<file path="src/rtl/apb_bridge_pkg.sv">
// rtl/apb_bridge_pkg.sv - shared state, request/response layouts and widths for the APB side of the bridge
package apb_bridge_pkg;

  localparam int APB_ADDR_W = 32;
  localparam int APB_DATA_W = 32;
  localparam int STRB_W     = APB_DATA_W / 8;
  localparam int REQ_W      = 1 + APB_ADDR_W + APB_DATA_W + STRB_W;
  localparam int RESP_W     = APB_DATA_W + 2;

  typedef enum logic [1:0] {
    IDLE,
    SETUP,
    ACCESS,
    RESP
  } state_t;

  typedef struct packed {
    logic                  write;
    logic [APB_ADDR_W-1:0] addr;
    logic [APB_DATA_W-1:0] wdata;
    logic [STRB_W-1:0]     strb;
  } req_t;

  typedef struct packed {
    logic                  is_write;
    logic                  slverr;
    logic [APB_DATA_W-1:0] rdata;
  } resp_t;

endpackage

</file>
<file path="src/rtl/apb_master_ctrl.sv">
// rtl/apb_master_ctrl.sv - APB4 master draining the request FIFO and filling the response FIFO, one transfer at a time
// APB_TIMEOUT_EN adds an ACCESS-phase timeout of TIMEOUT_CYCLES cycles that completes the transfer with slverr.
module apb_master_ctrl #(
  parameter int ADDR_W         = 32,
  parameter int DATA_W         = 32,
  parameter int TIMEOUT_CYCLES = 16
) (
  input  logic                          clk,
  input  logic                          rst_n,
  input  logic [ADDR_W+DATA_W+DATA_W/8:0] req_data,
  input  logic                          req_empty,
  output logic                          req_pop,
  output logic [DATA_W+1:0]             resp_data,
  input  logic                          resp_full,
  output logic                          resp_push,
  output logic [ADDR_W-1:0]             paddr,
  output logic                          psel,
  output logic                          penable,
  output logic                          pwrite,
  output logic [DATA_W-1:0]             pwdata,
  output logic [DATA_W/8-1:0]           pstrb,
  input  logic [DATA_W-1:0]             prdata,
  input  logic                          pready,
  input  logic                          pslverr,
  output logic                          busy
);
  import apb_bridge_pkg::*;

  localparam int SW = DATA_W / 8;

  if ((DATA_W % 8) != 0 || TIMEOUT_CYCLES < 1) begin : g_bad_params
    $error("apb_master_ctrl: DATA_W must be a multiple of 8 and TIMEOUT_CYCLES at least 1");
  end

  state_t            state_q, state_d;
  logic              wr_q;
  logic [ADDR_W-1:0] addr_q;
  logic [DATA_W-1:0] wdata_q;
  logic [SW-1:0]     strb_q;
  logic [DATA_W+1:0] resp_q;

  logic              req_wr;
  logic [ADDR_W-1:0] req_addr;
  logic [DATA_W-1:0] req_wdata;
  logic [SW-1:0]     req_strb;
  logic              access_timeout;

  assign req_wr    = req_data[ADDR_W+DATA_W+SW];
  assign req_addr  = req_data[DATA_W+SW +: ADDR_W];
  assign req_wdata = req_data[SW +: DATA_W];
  assign req_strb  = req_data[SW-1:0];

`ifdef APB_TIMEOUT_EN
  localparam int CW = $clog2(TIMEOUT_CYCLES + 1);
  logic [CW-1:0] acc_cnt_q;

  // Counts completed ACCESS cycles without pready; cleared during SETUP so it starts at 0.
  always_ff @(posedge clk or negedge rst_n) begin
    if (!rst_n) begin
      acc_cnt_q <= '0;
    end else if (state_q == SETUP) begin
      acc_cnt_q <= '0;
    end else if (state_q == ACCESS && !pready) begin
      acc_cnt_q <= acc_cnt_q + 1'b1;
    end
  end

  assign access_timeout = (state_q == ACCESS) && !pready &&
                          (acc_cnt_q == CW'(TIMEOUT_CYCLES - 1));
`else
  assign access_timeout = 1'b0;
`endif

  always_ff @(posedge clk or negedge rst_n) begin
    if (!rst_n) begin
      state_q <= IDLE;
    end else begin
      state_q <= state_d;
    end
  end

  always_comb begin
    state_d = state_q;
    case (state_q)
      IDLE:    if (!req_empty) state_d = SETUP;
      SETUP:   state_d = ACCESS;
      ACCESS:  if (pready || access_timeout) state_d = RESP;
      RESP:    if (!resp_full) state_d = IDLE;
      default: state_d = IDLE;
    endcase
  end

  // Reads never carry write data or strobes onto the bus.
  always_ff @(posedge clk or negedge rst_n) begin
    if (!rst_n) begin
      wr_q    <= 1'b0;
      addr_q  <= '0;
      wdata_q <= '0;
      strb_q  <= '0;
    end else if (req_pop) begin
      wr_q    <= req_wr;
      addr_q  <= req_addr;
      wdata_q <= req_wr ? req_wdata : '0;
      strb_q  <= req_wr ? req_strb : '0;
    end
  end

  always_ff @(posedge clk or negedge rst_n) begin
    if (!rst_n) begin
      resp_q <= '0;
    end else if (state_q == ACCESS) begin
      if (pready) begin
        resp_q <= {wr_q, pslverr, (wr_q ? {DATA_W{1'b0}} : prdata)};
      end else if (access_timeout) begin
        resp_q <= {wr_q, 1'b1, {DATA_W{1'b0}}};
      end
    end
  end

  assign req_pop   = (state_q == IDLE) && !req_empty;
  assign resp_push = (state_q == RESP) && !resp_full;
  assign resp_data = resp_q;
  assign psel      = (state_q == SETUP) || (state_q == ACCESS);
  assign penable   = (state_q == ACCESS);
  assign paddr     = addr_q;
  assign pwrite    = wr_q;
  assign pwdata    = wdata_q;
  assign pstrb     = strb_q;
  assign busy      = (state_q != IDLE);

endmodule

</file>
<file path="config.mk">
export PLATFORM = sky130hd
export DESIGN_NAME = apb_master_ctrl
export DESIGN_NICKNAME = d
export VERILOG_FILES = /design/src/rtl/apb_bridge_pkg.sv /design/src/rtl/apb_master_ctrl.sv
export SDC_FILE = /design/constraint.sdc
export NUM_CORES = 1
export LEC_CHECK = 0
export CAP_MARGIN = 20
export CELL_PAD_IN_SITES_DETAIL_PLACEMENT = 1
export CELL_PAD_IN_SITES_GLOBAL_PLACEMENT = 2
export CORE_ASPECT_RATIO = 1.2
export CORE_UTILIZATION = 25
export CTS_BUF_LIST = sky130_fd_sc_hd__clkbuf_4
export DETAILED_ROUTE_END_ITERATION = 10
export PLACE_DENSITY = 0.83
export REMOVE_ABC_BUFFERS = 1
export SKIP_LAST_GASP = 1
export SYNTH_ARGS = -nofsm -noshare
export SYNTH_HDL_FRONTEND = slang
export SYNTH_SLANG_ARGS = --single-unit
</file>
<file path="constraint.sdc">
create_clock -name clk -period 2.1 [get_ports clk]
set_input_delay 0.525 -clock clk [delete_from_list [all_inputs] [get_ports clk]]
set_output_delay 0.525 -clock clk [all_outputs]
set_load 0.02 [all_outputs]
</file>
==> metrics.txt <==
first drt pass iteration count 4; total of max-cap violations 0; Clock Sinks between 100 and 150; total power between 9 and 10 mW; core area between 15000 and 20000 um2; Final Critical Period ~2.0 ns; final hold vios 0; deepest clock path buffer count 2; Critical Path Fanout Max 2; WS Path Type register to output port; Syn-to-layout area delta 57.49%; critical path required time between 1.5 and 2 ns; area fraction of the dominant cell type after synthesis ~60%; worst reg-to-reg path cell count 5; Hold Path Sink resp_data[16]; synth top area cells dfrtp_1, mux2_4, nand2_1; initial antenna violation count 0; Worst slew margin between 60% and 70%; Detailed Route WL 12710 um; Mapped Area ~4400 um2; CP startpoint state_q[0]; Die W 122.9 um; largest net degree at the start of global routing 64; CTS Buf Count 9; first-pass GRT wire length ~21000 um; Final Instance Area approximately 6900 um2; reg-to-reg startpoint state_q[0]; IO Port Bufs ~210; sequential area share after synthesis 59.91%; Synth Warn # 0; DR WL/cell between 15 and 20 um; Reg clk slew, reported paths around 0.15 ns; Clock Skews ~0.011 ns; num ports about 220; Mapped Cells just under 400; Tot GR Track Use between 10% and 20%; crit path DAT about 1.5 ns; Power Dens Cells roughly 1400 nW/um2; Netlist cell types 19; worst-skew pair later-pin latency approximately 0.45 ns; worst hold margin between 0.4 and 0.5 ns; Leak 3.088 nW; worst min-delay path startpoint resp_data[16]; # DRC 0; Setup-failing EPs final 0; die area 18080 um2; r2r setup slk 0.47 ns; Worst-Margin Slew about 0.46 ns; Min-Delay Path Class register to register; area of placed instances 6773 um2; vias in the first global route 3897; Clock Tree Root clkbuf_4; Mapped Avg Cell Area approximately 11 um2; share of cells above drive strength 1 around an eighth; peak supply drop 0.6117 mV; CTS tree done; RSZ-0062 raised after global routing true; final worst-path cycle share around 96%; post-route setup TNS 0 ns; hold depth 2; drt initial violations 52; Synth area leader dfrtp_1; f_max 496.7 MHz; via count 3531; run status completed; CP Launch Type register; Worst R2R End state_q[1]; die height roughly 150 um; Crit. End Element output port; flops & latches, synth ~110; vias per cell ~4.3; Final #Nets roughly 700; Initial Util 25.73%; Max Slew Vio Count 0; grt total ovfl 0; Routed Antenna Nets 0; # rows 52; gpl congestion roughly 0.75; H-tree levels 3; post-DP HPWL 9386 um; Antenna Cells 0
[kinds of logic after synthesis]
family / synth area share (%)
multiplexers: 12.30
flip-flops: 59.91
adder cells (fa/ha/maj): 1.141
buffers and inverters: 4.422
AND/OR/NAND/NOR: 13.92
AO/OA/AOI/OAI: 8.302
[worst max-delay path by stage]
| stage | endpoint | slack, ns | depth (start not counted) |
|---|---|---|---|
| detailed placement | resp_push | -0.11 | 3 |
| global route | resp_push | -0.02 | 3 |
| finish | resp_push | 0.09 | 3 |
| global placement | resp_push | -0.12 | 3 |
| CTS | paddr[14] | 0.01 | 1 |
| floorplan | req_pop | -1.97 | 2 |
[placed cells by master (no fill, tap or decap), types with 2 or more instances in the layout]
cell / synthesis / final
clkdlybuf4s50_1: 0 / 206
dfrtp_1: 105 / 105
nand2_1: 105 / 104
o21ai_0: 63 / 63
mux2_4: 33 / 33
nand2b_1: 33 / 32
clkbuf_4: 0 / 11
buf_4: 1 / 9
buf_12: 0 / 5
inv_1: 5 / 3
o21ai_2: 3 / 3
o21ai_1: 3 / 3
mux2_2: 3 / 3
inv_2: 0 / 2
ha_1: 4 / 2
clkinv_2: 0 / 2
dlymetal6s2s_1: 0 / 2
clkdlybuf4s15_2: 0 / 2
[critical path, stage by stage, from the launching register on]
cell,delay [ns]
dfrtp_1,0.43
ha_1,0.24
nor2b_1,0.14
clkdlybuf4s15_2,0.25
[metal layers]
metal / GRT usage, % / vias up / routed length, um
met5: 0 / - / 0
met4: 5.488 / 0 / 234
met3: 5.396 / 15 / 1206
met2: 24.61 / 146 / 6044
met1: 17.12 / 1689 / 5220
li1: - / 1681 / -
[per-stage QoR]
| step | util [%] | std cells | setup slack, ns |
|---|---|---|---|
| 2_1_floorplan | - | 361 | -1.968 |
| 3_3_place_gp | 39.73 | 802 | -0.1155 |
| 3_5_place_dp | 39.73 | 802 | -0.1089 |
| 4_1_cts | 40.55 | 819 | 0.01360 |
| 5_1_grt | 40.52 | 819 | -0.02125 |
| 6_report | 40.52 | 819 | 0.08664 |
[report_power, final]
part | internal (mW) | switching [mW]
sequential | 2.94 | 0.519
clock | 0.258 | 0.642
combinational | 2.80 | 2.66
total | 5.99 | 3.82
[flip-flops by register name (all words and copies together) (netlist names)]
name       count
pstrb          4
paddr         32
state_q        2
pwdata        32
pwrite         1
resp_data     34
[cell type report]
cell class	count	area, um2
clock buffers	11	82.58
clock inverters	4	21.27
fillers	1893	10140
inverters	5	18.77
multi-input cells	251	1589
flip-flops and latches	105	2628
well taps	216	270.3
repair buffers	227	2297
[what timing repair did]
| item | 4_1_cts | 5_1_grt |
|---|---|---|
| setup buffers | 1 | 0 |
| endpoints found under the setup margin | 5 | 6 |
| hold buffers | 1 | 0 |
| hold endpoints to repair | 23 | 0 |
| pin swaps | 0 | 1 |
| resized for setup | 15 | 5 |
[synth_stat cells, drive strengths merged]
master,number
a22oi,1
buf,16
clkbuf,10
dfrtp,105
ha,4
inv,5
mux2,36
mux2i,1
nand2,105
nand2b,33
nor2,1
nor2b,1
o21ai,69
Note: power is estimated with default switching activity, not from simulation.
